--- config.mk ---
export PLATFORM = sky130hd
export DESIGN_NAME = ifetch_ctrl_flat
export DESIGN_NICKNAME = d
export VERILOG_FILES = /design/src/rtl/rv_pkg.sv /design/src/rtl/ifetch_ctrl_if.sv /design/src/rtl/ifetch_ctrl.sv /design/src/flat_wrapper.sv
export SDC_FILE = /design/constraint.sdc
export NUM_CORES = 1
export LEC_CHECK = 0
export CAP_MARGIN = 20
export CORE_UTILIZATION = 45
export CTS_CLUSTER_SIZE = 16
export DETAILED_ROUTE_END_ITERATION = 8
export DONT_BUFFER_PORTS = 1
export GPL_ROUTABILITY_DRIVEN = 0
export PLACE_DENSITY_LB_ADDON = 0.25
export SLEW_MARGIN = 15
export SYNTH_ARGS = -nofsm -noshare
export SYNTH_HDL_FRONTEND = slang
export SYNTH_SLANG_ARGS = --single-unit
--- constraint.sdc ---
create_clock -name clk -period 2.6 [get_ports clk]
set_clock_uncertainty 0.15 [all_clocks]
set_input_delay 0.52 -clock clk [delete_from_list [all_inputs] [get_ports clk]]
set_output_delay 0.52 -clock clk [all_outputs]
set_load 0.02 [all_outputs]
--- src/rtl/rv_pkg.sv ---
// Shared RV32 definitions: fetch FSM states, architectural widths and the
// fetch-address legality check reused by the instruction and data-memory controllers.
package rv_pkg;

    localparam int XLEN       = 32;
    localparam int INST_BYTES = 4;
    localparam logic [XLEN-1:0] NOP_INST = 32'h0000_0013;

    typedef enum logic [1:0] {
        RUN   = 2'd0,
        HALT  = 2'd1,
        FAULT = 2'd2
    } fetch_state_e;

    // Word-aligned and fully inside a memory of mem_bytes bytes. Comparing
    // against mem_bytes-4 rather than addr+4 keeps the check immune to 32-bit wrap.
    function automatic logic legal(input logic [XLEN-1:0] addr,
                                   input logic [XLEN-1:0] mem_bytes);
        return (addr[1:0] == 2'b00) && (addr <= (mem_bytes - XLEN'(INST_BYTES)));
    endfunction

endpackage

--- src/rtl/ifetch_ctrl_if.sv ---
// Instruction-memory, redirect/halt and fetch/decode slot signals of the fetch sequencer.
interface ifetch_ctrl_if;
    import rv_pkg::*;

    logic [XLEN-1:0] imem_addr;
    logic [XLEN-1:0] imem_inst;
    logic            redirect_valid;
    logic [XLEN-1:0] redirect_target;
    logic            halt_req;
    logic            fd_valid;
    logic            fd_ready;
    logic [XLEN-1:0] fd_pc;
    logic [XLEN-1:0] fd_inst;
    logic [XLEN-1:0] fd_pc_plus4;
    logic            fault;
    logic [XLEN-1:0] fault_addr;
    logic [XLEN-1:0] fetch_count;
    fetch_state_e    state;

    modport master (
        output imem_addr, fd_valid, fd_pc, fd_inst, fd_pc_plus4,
               fault, fault_addr, fetch_count, state,
        input  imem_inst, redirect_valid, redirect_target, halt_req, fd_ready
    );

    modport slave (
        input  imem_addr, fd_valid, fd_pc, fd_inst, fd_pc_plus4,
               fault, fault_addr, fetch_count, state,
        output imem_inst, redirect_valid, redirect_target, halt_req, fd_ready
    );

endinterface

--- src/rtl/ifetch_ctrl.sv ---
// RV32 instruction-fetch sequencer: owns the PC, fills a single-entry fetch/decode
// slot from combinational instruction memory, applies redirects/halts, traps bad addresses.
module ifetch_ctrl
    import rv_pkg::*;
#(
    parameter logic [31:0] RESET_PC   = 32'h0000_0000,
    parameter int unsigned IMEM_BYTES = 1024
) (
    input  logic          clk,
    input  logic          rst_n,
    ifetch_ctrl_if.master bus
);

    fetch_state_e    state, state_n;
    logic [XLEN-1:0] pc, pc_n;
    logic            fd_valid, fd_valid_n;
    logic [XLEN-1:0] fd_pc, fd_pc_n;
    logic [XLEN-1:0] fd_inst, fd_inst_n;
    logic [XLEN-1:0] fd_pc_plus4, fd_pc_plus4_n;
    logic [XLEN-1:0] fault_addr, fault_addr_n;
    logic [XLEN-1:0] fetch_count, fetch_count_n;

    logic slot_free;
    logic handshake;
    logic pc_legal;
    logic target_legal;

    assign slot_free    = !fd_valid || bus.fd_ready;
    assign handshake    = fd_valid && bus.fd_ready;
    assign pc_legal     = legal(pc, XLEN'(IMEM_BYTES));
    assign target_legal = legal(bus.redirect_target, XLEN'(IMEM_BYTES));

    always_ff @(posedge clk) begin
        if (!rst_n) begin
            state       <= RUN;
            pc          <= RESET_PC;
            fd_valid    <= 1'b0;
            fd_pc       <= '0;
            fd_inst     <= '0;
            fd_pc_plus4 <= '0;
            fault_addr  <= '0;
            fetch_count <= '0;
        end else begin
            state       <= state_n;
            pc          <= pc_n;
            fd_valid    <= fd_valid_n;
            fd_pc       <= fd_pc_n;
            fd_inst     <= fd_inst_n;
            fd_pc_plus4 <= fd_pc_plus4_n;
            fault_addr  <= fault_addr_n;
            fetch_count <= fetch_count_n;
        end
    end

    always_comb begin
        state_n       = state;
        pc_n          = pc;
        fd_valid_n    = fd_valid;
        fd_pc_n       = fd_pc;
        fd_inst_n     = fd_inst;
        fd_pc_plus4_n = fd_pc_plus4;
        fault_addr_n  = fault_addr;
        fetch_count_n = fetch_count;

        case (state)
            RUN, HALT: begin
                if (bus.redirect_valid) begin
                    // A redirect squashes the slot outright; that entry never counts as delivered.
                    fd_valid_n = 1'b0;
                    if (target_legal) begin
                        pc_n = bus.redirect_target;
                        if (state == RUN && bus.halt_req) begin
                            state_n = HALT;
                        end
                    end else begin
                        state_n      = FAULT;
                        fault_addr_n = bus.redirect_target;
                    end
                end else begin
                    if (handshake) begin
                        fetch_count_n = fetch_count + 32'd1;
                        fd_valid_n    = 1'b0;
                    end
                    if (state == HALT) begin
                        if (!bus.halt_req) begin
                            state_n = RUN;
                        end
                    end else if (bus.halt_req) begin
                        state_n = HALT;
                    end else if (slot_free) begin
                        if (pc_legal) begin
                            fd_valid_n    = 1'b1;
                            fd_pc_n       = pc;
                            fd_inst_n     = bus.imem_inst;
                            fd_pc_plus4_n = pc + 32'd4;
                            pc_n          = pc + 32'd4;
                        end else begin
                            state_n      = FAULT;
                            fault_addr_n = pc;
                            fd_valid_n   = 1'b0;
                        end
                    end
                end
            end
            default: begin
                fd_valid_n = 1'b0;
            end
        endcase
    end

    assign bus.imem_addr   = pc;
    assign bus.fd_valid    = fd_valid;
    assign bus.fd_pc       = fd_pc;
    assign bus.fd_inst     = fd_inst;
    assign bus.fd_pc_plus4 = fd_pc_plus4;
    assign bus.fault       = (state == FAULT);
    assign bus.fault_addr  = fault_addr;
    assign bus.fetch_count = fetch_count;
    assign bus.state       = state;

endmodule

--- src/flat_wrapper.sv ---
// flat-port wrapper written by rule: the top's interface ports become plain ports
module ifetch_ctrl_flat import rv_pkg::*;
#(
    parameter logic [31:0] RESET_PC   = 32'h0000_0000,
    parameter int unsigned IMEM_BYTES = 1024
)
  (clk, rst_n, bus_imem_addr, bus_fd_valid, bus_fd_pc, bus_fd_inst, bus_fd_pc_plus4, bus_fault, bus_fault_addr, bus_fetch_count, bus_state, bus_imem_inst, bus_redirect_valid, bus_redirect_target, bus_halt_req, bus_fd_ready);
  ifetch_ctrl_if bus_i ();
  input  logic clk;
  input  logic rst_n;
  output wire logic [$bits(bus_i.imem_addr)-1:0] bus_imem_addr;
  output wire logic [$bits(bus_i.fd_valid)-1:0] bus_fd_valid;
  output wire logic [$bits(bus_i.fd_pc)-1:0] bus_fd_pc;
  output wire logic [$bits(bus_i.fd_inst)-1:0] bus_fd_inst;
  output wire logic [$bits(bus_i.fd_pc_plus4)-1:0] bus_fd_pc_plus4;
  output wire logic [$bits(bus_i.fault)-1:0] bus_fault;
  output wire logic [$bits(bus_i.fault_addr)-1:0] bus_fault_addr;
  output wire logic [$bits(bus_i.fetch_count)-1:0] bus_fetch_count;
  output wire logic [$bits(bus_i.state)-1:0] bus_state;
  input wire logic [$bits(bus_i.imem_inst)-1:0] bus_imem_inst;
  input wire logic [$bits(bus_i.redirect_valid)-1:0] bus_redirect_valid;
  input wire logic [$bits(bus_i.redirect_target)-1:0] bus_redirect_target;
  input wire logic [$bits(bus_i.halt_req)-1:0] bus_halt_req;
  input wire logic [$bits(bus_i.fd_ready)-1:0] bus_fd_ready;
  assign bus_imem_addr = bus_i.imem_addr;
  assign bus_fd_valid = bus_i.fd_valid;
  assign bus_fd_pc = bus_i.fd_pc;
  assign bus_fd_inst = bus_i.fd_inst;
  assign bus_fd_pc_plus4 = bus_i.fd_pc_plus4;
  assign bus_fault = bus_i.fault;
  assign bus_fault_addr = bus_i.fault_addr;
  assign bus_fetch_count = bus_i.fetch_count;
  assign bus_state = bus_i.state;
  assign bus_i.imem_inst = bus_imem_inst;
  assign bus_i.redirect_valid = bus_redirect_valid;
  assign bus_i.redirect_target = bus_redirect_target;
  assign bus_i.halt_req = bus_halt_req;
  assign bus_i.fd_ready = bus_fd_ready;
  ifetch_ctrl #(.RESET_PC(RESET_PC), .IMEM_BYTES(IMEM_BYTES)) u_core (.clk(clk), .rst_n(rst_n), .bus(bus_i));
endmodule
=== Word level (Yosys, flattened, before mapping) ===
Cells that the tools add are included.
W data, S select, Z words.

* Flip-flop bits (word level): 195
* Latch bits: 0
* Memory bits (writable): 0
* ROM bits: 0
* Output and inout port bits: 196
* Logic and storage cells: 71
* Memories kept: 0

* Add/sub/neg operators: 2
* Multipliers: 0
* Divide/modulo/power cells: 0
* Order comparisons: 2
* Eq/ne operators: 10
* Shift operators: 0
* Muxes and demuxes: 25
* Bitwise gates (word level): 5
* Reductions and logical operators: 19

{| class="wikitable"
|+ Operators with widths
! cell !! number
|-
| $mux W32 || 12
|-
| $le A32 B10 Y1 const B || 2
|-
| $add A32 B1 Y32 const B || 1
|-
| $add A32 B3 Y32 const B || 1
|-
| $reduce_and A6 Y1 || 3
|-
| $mux W2 || 8
|-
| $ne A2 B2 Y1 const B || 4
|-
| $logic_not A2 Y1 || 3
|-
| $ne A3 B3 Y1 const B || 2
|-
| $mux W1 || 5
|-
| $not A1 Y1 || 5
|-
| $reduce_and A5 Y1 || 1
|-
| $logic_and A1 B1 Y1 || 4
|-
| $ne A4 B4 Y1 const B || 1
|-
| $reduce_bool A2 Y1 || 2
|-
| $reduce_bool A4 Y1 || 1
|-
| $reduce_and A3 Y1 || 1
|-
| $reduce_or A3 Y1 || 1
|-
| $eq A2 B1 Y1 const B || 1
|-
| $eq A2 B2 Y1 const B || 1
|-
| $ne A2 B1 Y1 const B || 1
|-
| $reduce_or A2 Y1 || 1
|-
| $logic_not A1 Y1 || 1
|-
| $logic_or A1 B1 Y1 || 1
|}

=== Depth between registers and ports, before layout ===
Gate-level depths: netlist of the first run.

* Depth after elaboration: 7
* Mapped depth: 9

=== Least setup slack after synthesis of the first run ===
No wires, ideal clock.

* Path type: input-to-reg
* Start: input port bus_redirect_target[30]
* End: register u_core.pc[4], in the netlist u_core.bus.imem_addr[4]
* Data arrival time: 1.931 ns
* Required time: 2.316 ns
* Path slack: 0.385 ns
* Stages: 8
* Path buffers: 2
* Path through: nor4b_1 > nand4_1 > or2_2 > a21bo_1 > buf_6 > buf_6 > o21ai_0 > a21oi_1

* Cells in the longest elaborated chain, start to end: 4

{| class="wikitable"
|+ RTL lines
! what !! RTL line !! RTL
|-
| start, declared || flat_wrapper.sv:22 || <nowiki>input wire logic [$bits(bus_i.redirect_target)-1:0] bus_redirect_target;</nowiki>
|-
| $le A32 B10 Y1 || rv_pkg.sv:19 || <nowiki>return (addr[1:0] == 2'b00) && (addr <= (mem_bytes - XLEN'(INST_BYTES)));</nowiki>
|-
| $logic_and A1 B1 Y1 || rv_pkg.sv:19 ||
|-
| $ne A2 B1 Y1 (no source line) || - ||
|-
| $reduce_and A6 Y1 (no source line) || - ||
|-
| end signal, assigned || ifetch_ctrl.sv:45 || <nowiki>pc <= pc_n;</nowiki>
|-
| end, declared || ifetch_ctrl.sv:15 || <nowiki>logic [XLEN-1:0] pc, pc_n;</nowiki>
|}

No other way between the ends.
A chain may end at the register's enable or synchronous reset.

=== Worst setup path in the final report of the first run ===
* Start: register u_core.pc[12], in the netlist u_core.bus.imem_addr[12]
* End: register u_core.fault_addr[17], in the netlist u_core.bus.fault_addr[17]

* Cells in the longest elaborated chain, start to end: 4

{| class="wikitable"
|+ RTL lines
! what !! RTL line !! RTL
|-
| $le A32 B10 Y1 || rv_pkg.sv:19 ||
|-
| $logic_and A1 B1 Y1 || rv_pkg.sv:19 ||
|-
| $ne A2 B2 Y1 (no source line) || - ||
|-
| $reduce_and A6 Y1 (no source line) || - ||
|-
| end signal, assigned || ifetch_ctrl.sv:50 || <nowiki>fault_addr <= fault_addr_n;</nowiki>
|-
| end, declared || ifetch_ctrl.sv:20 || <nowiki>logic [XLEN-1:0] fault_addr, fault_addr_n;</nowiki>
|}

No other way between the ends.

==> results.sh, run 1 <==
export IMPL_portBuffers=0
export IMPL_place_ws_ns=0.117
export IMPL_place_area_mm2=0.00776
export IMPL_cts_resized=0
export IMPL_first_iter_violations=302
export IMPL_fmax_ghz=0.426
export IMPL_yosys_warnings=0
export IMPL_row_count=46
export IMPL_whs_ns=0.0651
export IMPL_setup_viol=0
export IMPL_slew_violations=0
export IMPL_finalNetCount=917
export IMPL_dp_hpwl_mm=13.2
export IMPL_core_area_mm2=0.0159
export IMPL_startpoint="u_core.bus.imem_addr[12]"
export IMPL_setup_slack_ns=0.255
export IMPL_netlist_top_cells_area="dfxtp_1 52%, and3_1 5.7%, nand2_1 5.6%"
export IMPL_finalHoldViolCount=0
export IMPL_grt_setup_unrepaired="no"
export IMPL_ir_drop_uv=452
export IMPL_hold_start="bus_imem_inst[3]"
export IMPL_worst_ep_arrival_time_ns=2.56
export IMPL_synth_area_leader_cell="dfxtp_1"
export IMPL_wl_mm=18.9
export IMPL_critPathRequiredTime_ns=2.81
export IMPL_die_h_um=130
export IMPL_area_delta_synth_final_pct=13.4
export IMPL_track_usage_pct=21.9
export IMPL_cp_max_fo=24
export IMPL_mostFrequentLayoutCell="dfxtp_1"
export IMPL_syn_inst=844
export IMPL_synth_cell_types=49
export IMPL_pin_count=265
export IMPL_wl_per_cell_um=17.5
export IMPL_synthesis_nets=915
export IMPL_crit_path_end_kind="flop"
export IMPL_htreeDepth=4
export IMPL_syn_avg_cell_area_um2=8.74
export IMPL_powerDensity_mw_per_mm2=760
export IMPL_start_util_pct=46.3
export IMPL_crit_type="flop to flop"
export IMPL_start_kind="flop"
export IMPL_vias=5877
export IMPL_cts_tree="done"
export IMPL_yosys_area_top_type_share_pct=52.4
export IMPL_worst_pin_slew_ns=0.571
export IMPL_status="finished, final reports clean"
export IMPL_drtAntennaViolNets=0
export IMPL_die_area_mm2=0.0169
export IMPL_final_cell_mix="193 x dfxtp_1, 110 x nand2_1, 101 x nor2_1, 72 x a21oi_1, 67 x and3_1"
export IMPL_clock_path_buffers=2
export IMPL_gr_total_overflow=0
export IMPL_clock_sinks=193
export IMPL_design_area_mm2=0.00837
export IMPL_antenna_found_initial=1
export IMPL_drt_first_pass_iters=4
export IMPL_drc=0
export IMPL_clkTransAtPathRegs_ns=0.08
export IMPL_vias_per_cell=5.46
export IMPL_leakagePower_nw=3.36
export IMPL_reg2reg_from="u_core.bus.imem_addr[12]"
export IMPL_ys_seq_area_share_pct=52.4
export IMPL_grt_pass1_vias=5463
export IMPL_ys_ff_latch=193
export IMPL_drv_cap=0
export IMPL_fp_dieW_um=130
export IMPL_drive_gt1_share_pct=10.9
export IMPL_hold_class="primary input to flop"
export IMPL_grt_pass1_wl_mm=28.4
export IMPL_fin_crit_sh_pct=90.2
export IMPL_fin_util_pct=52.5
export IMPL_grt_max_degree=98
export IMPL_cts_inserted_buffers=17
export IMPL_fin_crit_ns=2.35
export IMPL_clk_latency_ns=0.44
export IMPL_maxSlewHeadroom_pct=61.9
export IMPL_setup_tns_ns=0
export IMPL_cts_root_buf="clkbuf_16"
export IMPL_synth_area_mm2=0.00738
where the power goes:
group	switching, mW	total [mW]	internal, mW	leakage (nW)
Sequential	0.222	3.29	3.07	1.57
Clock	1.28	2.59	1.32	0.292
Combinational	0.302	0.477	0.175	1.50
Total	1.80	6.36	4.56	3.36
cell usage after synthesis (all sizes together):
master,number
a2111oi,1
o31ai,3
nand2b,1
nor4,7
and4,3
and2,30
mux2i,6
dfxtp,193
inv,5
nand3b,1
or2,2
a211oi,7
buf,19
and3,67
nand4,10
a311oi,6
xnor2,22
a21o,3
or4,6
or3,1
o21ba,1
a21bo,1
xor2,16
nor2,104
o21a,1
ha,2
nor2b,4
clkbuf,43
o311a,2
nor3,10
nor4b,2
nand3,14
a21oi,73
nand2,110
nand4bb,1
o21ai,63
o21bai,4
registers in the layout, indices dropped and copies added, names as in the netlist:
| signal | count |
|---|---|
| u_core.bus.fd_inst | 32 |
| u_core.bus.fd_pc | 30 |
| u_core.bus.fetch_count | 32 |
| u_core.bus.state | 2 |
| u_core.bus.fd_valid | 1 |
| u_core.bus.fault_addr | 32 |
| u_core.bus.fd_pc_plus4 | 32 |
| u_core.bus.imem_addr | 32 |
repair_timing:
item                                    in CTS  in global routing
hold buffers                                 1                  0
endpoints found under the setup margin       0                  0
setup buffers                                0                  0
endpoints found under the hold margin        1                  0
critical path, stage by stage, from the launching register on:
cell and delay, ns:
dfxtp_1 0.54, or4_4 0.22, nor2_4 0.04, and2_1 0.17, a311oi_4 0.54, buf_4 0.40
nor2_1 0.08, a21oi_1 0.13
final timing paths:
path | end | slack, ns | depth (start not counted)
min | u_core.bus.fd_inst[3] | 0.07 | 2
min reg2reg | u_core.bus.fd_inst[14] | 0.41 | 2
max | u_core.bus.fault_addr[17] | 0.25 | 7
max reg2reg | u_core.bus.fault_addr[17] | 0.25 | 7
routing by layer:
| metal | track usage [%] | routed length, um | vias up |
|---|---|---|---|
| met1 | 26.1 | 7900 | 2764 |
| met3 | 7.95 | 1780 | 29 |
| li1 | - | - | 2867 |
| met4 | 9.10 | 386 | 0 |
| met2 | 35.5 | 8820 | 217 |
| met5 | 0 | 0 | - |
through the flow:
stage                     std cells  total power [mW]
after global placement         1042              3.82
after global routing           1075              6.62
after detailed placement       1042              3.84
after floorplan                 844              3.71
after CTS                      1075              6.43
final                          1076              6.36
layout make-up:
cell class	instances	area, um^2
antenna	1	2.50
clock buffer	18	439
clock inverter	14	155
fill	1505	7570
inverter	5	18.8
multi-input combinational	584	3240
sequential	193	3860
tap	216	270
timing repair buffer	45	378
kinds of logic (layout without fill, tap and decap cells):
group | count (synthesis) | in the layout | synth area share (%)
mux | 6 | 6 | 0.814
fa+ha+maj | 2 | 2 | 0.339
xor+xnor | 38 | 38 | 4.51
flops | 193 | 193 | 52.4
buf+inv | 67 | 82 | 4.05
simple gates | 373 | 373 | 25.2
compound gates | 165 | 165 | 12.7
other cells | 0 | 1 | 0
Note: power is estimated with default switching activity, not from simulation.
==> run 2, diff against run 1 <==
--- a/config.mk
+++ b/config.mk
@@ -6,11 +6,12 @@
 export NUM_CORES = 1
 export LEC_CHECK = 0
 export CAP_MARGIN = 20
-export CORE_UTILIZATION = 45
+export CORE_UTILIZATION = 40
 export CTS_CLUSTER_SIZE = 16
 export DETAILED_ROUTE_END_ITERATION = 8
 export DONT_BUFFER_PORTS = 1
 export GPL_ROUTABILITY_DRIVEN = 0
+export GPL_TIMING_DRIVEN = 1
 export PLACE_DENSITY_LB_ADDON = 0.25
 export SLEW_MARGIN = 15
 export SYNTH_ARGS = -nofsm -noshare
==> run 2 against run 1 <==
Compared with the run above: first-iteration DRC count down 38%; total power up 1.7%; die area grew 12%; critical path type unchanged; sequential share of layout area is 0.77 points lower; non-clock buffer count grew 9; sequential cell count did not move; combinational power grew 4.6%; global-route usage down 2.4 points; sequential power about the same; clock power grew 4%.
==> results.sh, run 2 (synthesized netlist as in run 1, its figures left out) <==
export IMPL_status="finished, final reports clean"
export IMPL_vias_per_cell=5.19
export IMPL_fin_crit_ns=2.31
export IMPL_start_util_pct=40.9
export IMPL_hold_class="primary input to flop"
export IMPL_die_h_um=138
export IMPL_grt_max_degree=98
export IMPL_cts_inserted_buffers=17
export IMPL_fin_util_pct=47.2
export IMPL_clock_path_buffers=2
export IMPL_htreeDepth=4
export IMPL_fp_dieW_um=138
export IMPL_drt_first_pass_iters=4
export IMPL_rrSetupSlack_ns=0.29
export IMPL_swShare_pct=26.7
export IMPL_antenna_found_initial=2
export IMPL_grt_busiest_layer="met2"
export IMPL_core_area_mm2=0.0180
export IMPL_whs_ns=0.0721
export IMPL_maxSlewHeadroom_pct=69.6
export IMPL_grt_setup_unrepaired="no"
export IMPL_row_count=49
export IMPL_clkPwrFrac_pct=41.5
export IMPL_area_delta_synth_final_pct=15.3
export IMPL_final_cell_mix="193 x dfxtp_1, 110 x nand2_1, 101 x nor2_1, 72 x a21oi_1, 67 x and3_1"
export IMPL_multiInputGateArea_mm2=0.00324
export IMPL_start_kind="flop"
export IMPL_mostFrequentLayoutCell="dfxtp_1"
export IMPL_drv_cap=0
export IMPL_drc=0
export IMPL_portBuffers=0
export IMPL_die_area_mm2=0.0190
export IMPL_slew_violations=0
export IMPL_worst_pin_slew_ns=0.456
export IMPL_first_iter_violations=188
export IMPL_worst_ep_arrival_time_ns=2.51
export IMPL_drtAntennaViolNets=0
export IMPL_setup_viol=0
export IMPL_p_int_mw=4.74
export IMPL_cp_max_fo=14
export IMPL_cts_resized=0
export IMPL_crit_type="flop to flop"
export IMPL_seqCellArea_mm2=0.00386
export IMPL_p_sw_mw=1.73
export IMPL_cts_root_buf="clkbuf_16"
export IMPL_track_usage_pct=19.5
export IMPL_clk_latency_ns=0.42
export IMPL_cts_tree="done"
export IMPL_critPathRequiredTime_ns=2.80
export IMPL_wl_mm=19.1
export IMPL_stdcell_count=1098
export IMPL_wl_per_cell_um=17.4
export IMPL_gr_usage_met2_pct=30.3
export IMPL_pin_count=265
export IMPL_nFillCells=1763
export IMPL_gr_total_overflow=0
export IMPL_dp_hpwl_mm=13.0
export IMPL_clock_sinks=193
export IMPL_drive_gt1_share_pct=11.9
export IMPL_fmax_ghz=0.433
export IMPL_grt_pass1_wl_mm=28.4
export IMPL_p_comb_share_pct=7.7
export IMPL_finalNetCount=926
export IMPL_setup_tns_ns=0
export IMPL_ir_drop_uv=432
export IMPL_use_met1_pct=24.5
export IMPL_worst_r2r_path_depth=7
export IMPL_vias=5700
export IMPL_leakagePower_nw=3.42
export IMPL_dp_cells=1064
export IMPL_grt_use_met3_pct=8.54
export IMPL_crit_path_end_kind="flop"
export IMPL_grt_pass1_vias=5195
export IMPL_finalHoldViolCount=0
export IMPL_clkTransAtPathRegs_ns=0.07
export IMPL_holdPathStages=2
export IMPL_fin_crit_sh_pct=88.7
export IMPL_powerDensity_mw_per_mm2=761
export IMPL_pwr_share_seq_pct=50.8
## run 2: final timing paths
kind,start,endpoint
worst max register to register,u_core.bus.imem_addr[22],u_core.bus.fault_addr[21]
worst min-delay path,bus_imem_inst[7],u_core.bus.fd_inst[7]
worst min register to register,u_core.bus.imem_addr[4],u_core.bus.imem_addr[4]
worst max-delay path,u_core.bus.imem_addr[22],u_core.bus.fault_addr[21]
## run 2: area by class of cell
| cell class | instances | area share [%] |
|---|---|---|
| clock buffers | 18 | 5.16 |
| flip-flops and latches | 193 | 45.4 |
| well taps | 229 | 3.37 |
| diodes | 1 | 0.0294 |
| clock inverters | 14 | 2.04 |
| repair buffers | 54 | 5.67 |
| inverters | 5 | 0.235 |
| multi-input cells | 584 | 38.1 |
## run 2: what timing repair did
item,in CTS,in global routing
buffers inserted,0,0
hold buffers,0,1
endpoints found under the setup margin,0,0
hold endpoints to repair,0,1
## run 2: power groups by stage
stage               Sequential (mW)  Combinational (mW)  Clock [mW]
global placement               3.36               0.497           0
floorplan                      3.34               0.366           0
finish                         3.29               0.499        2.69
detailed placement             3.36               0.504           0
global route                   3.31               0.568        2.88
CTS                            3.29               0.505        2.76
## run 2: per-layer routing
layer  vias to the layer above  wire, um  part of all wire (%)
li1                       2889         -                     -
met1                      2597      8260                    43
met2                       199      8660                    45
met3                        13      1950                    10
met4                         2       171                  0.90
met5                         -        17                 0.089
## run 2: per-stage QoR
step	power, mW	setup slack, ns	cell area, um^2
floorplan	3.71	0.385	7380
global placement	3.86	0.140	7890
detailed placement	3.86	0.0920	7890
CTS	6.56	0.272	8500
global route	6.76	0.0835	8510
finish	6.47	0.293	8510
## run 2: critical path, cell delays in order (launching register included)
cell,delay [ns]
dfxtp_1,0.32
or4_1,0.52
nor2_1,0.23
nand3_1,0.23
nand2_1,0.26
buf_4,0.25
o21ai_0,0.10
a21oi_1,0.17
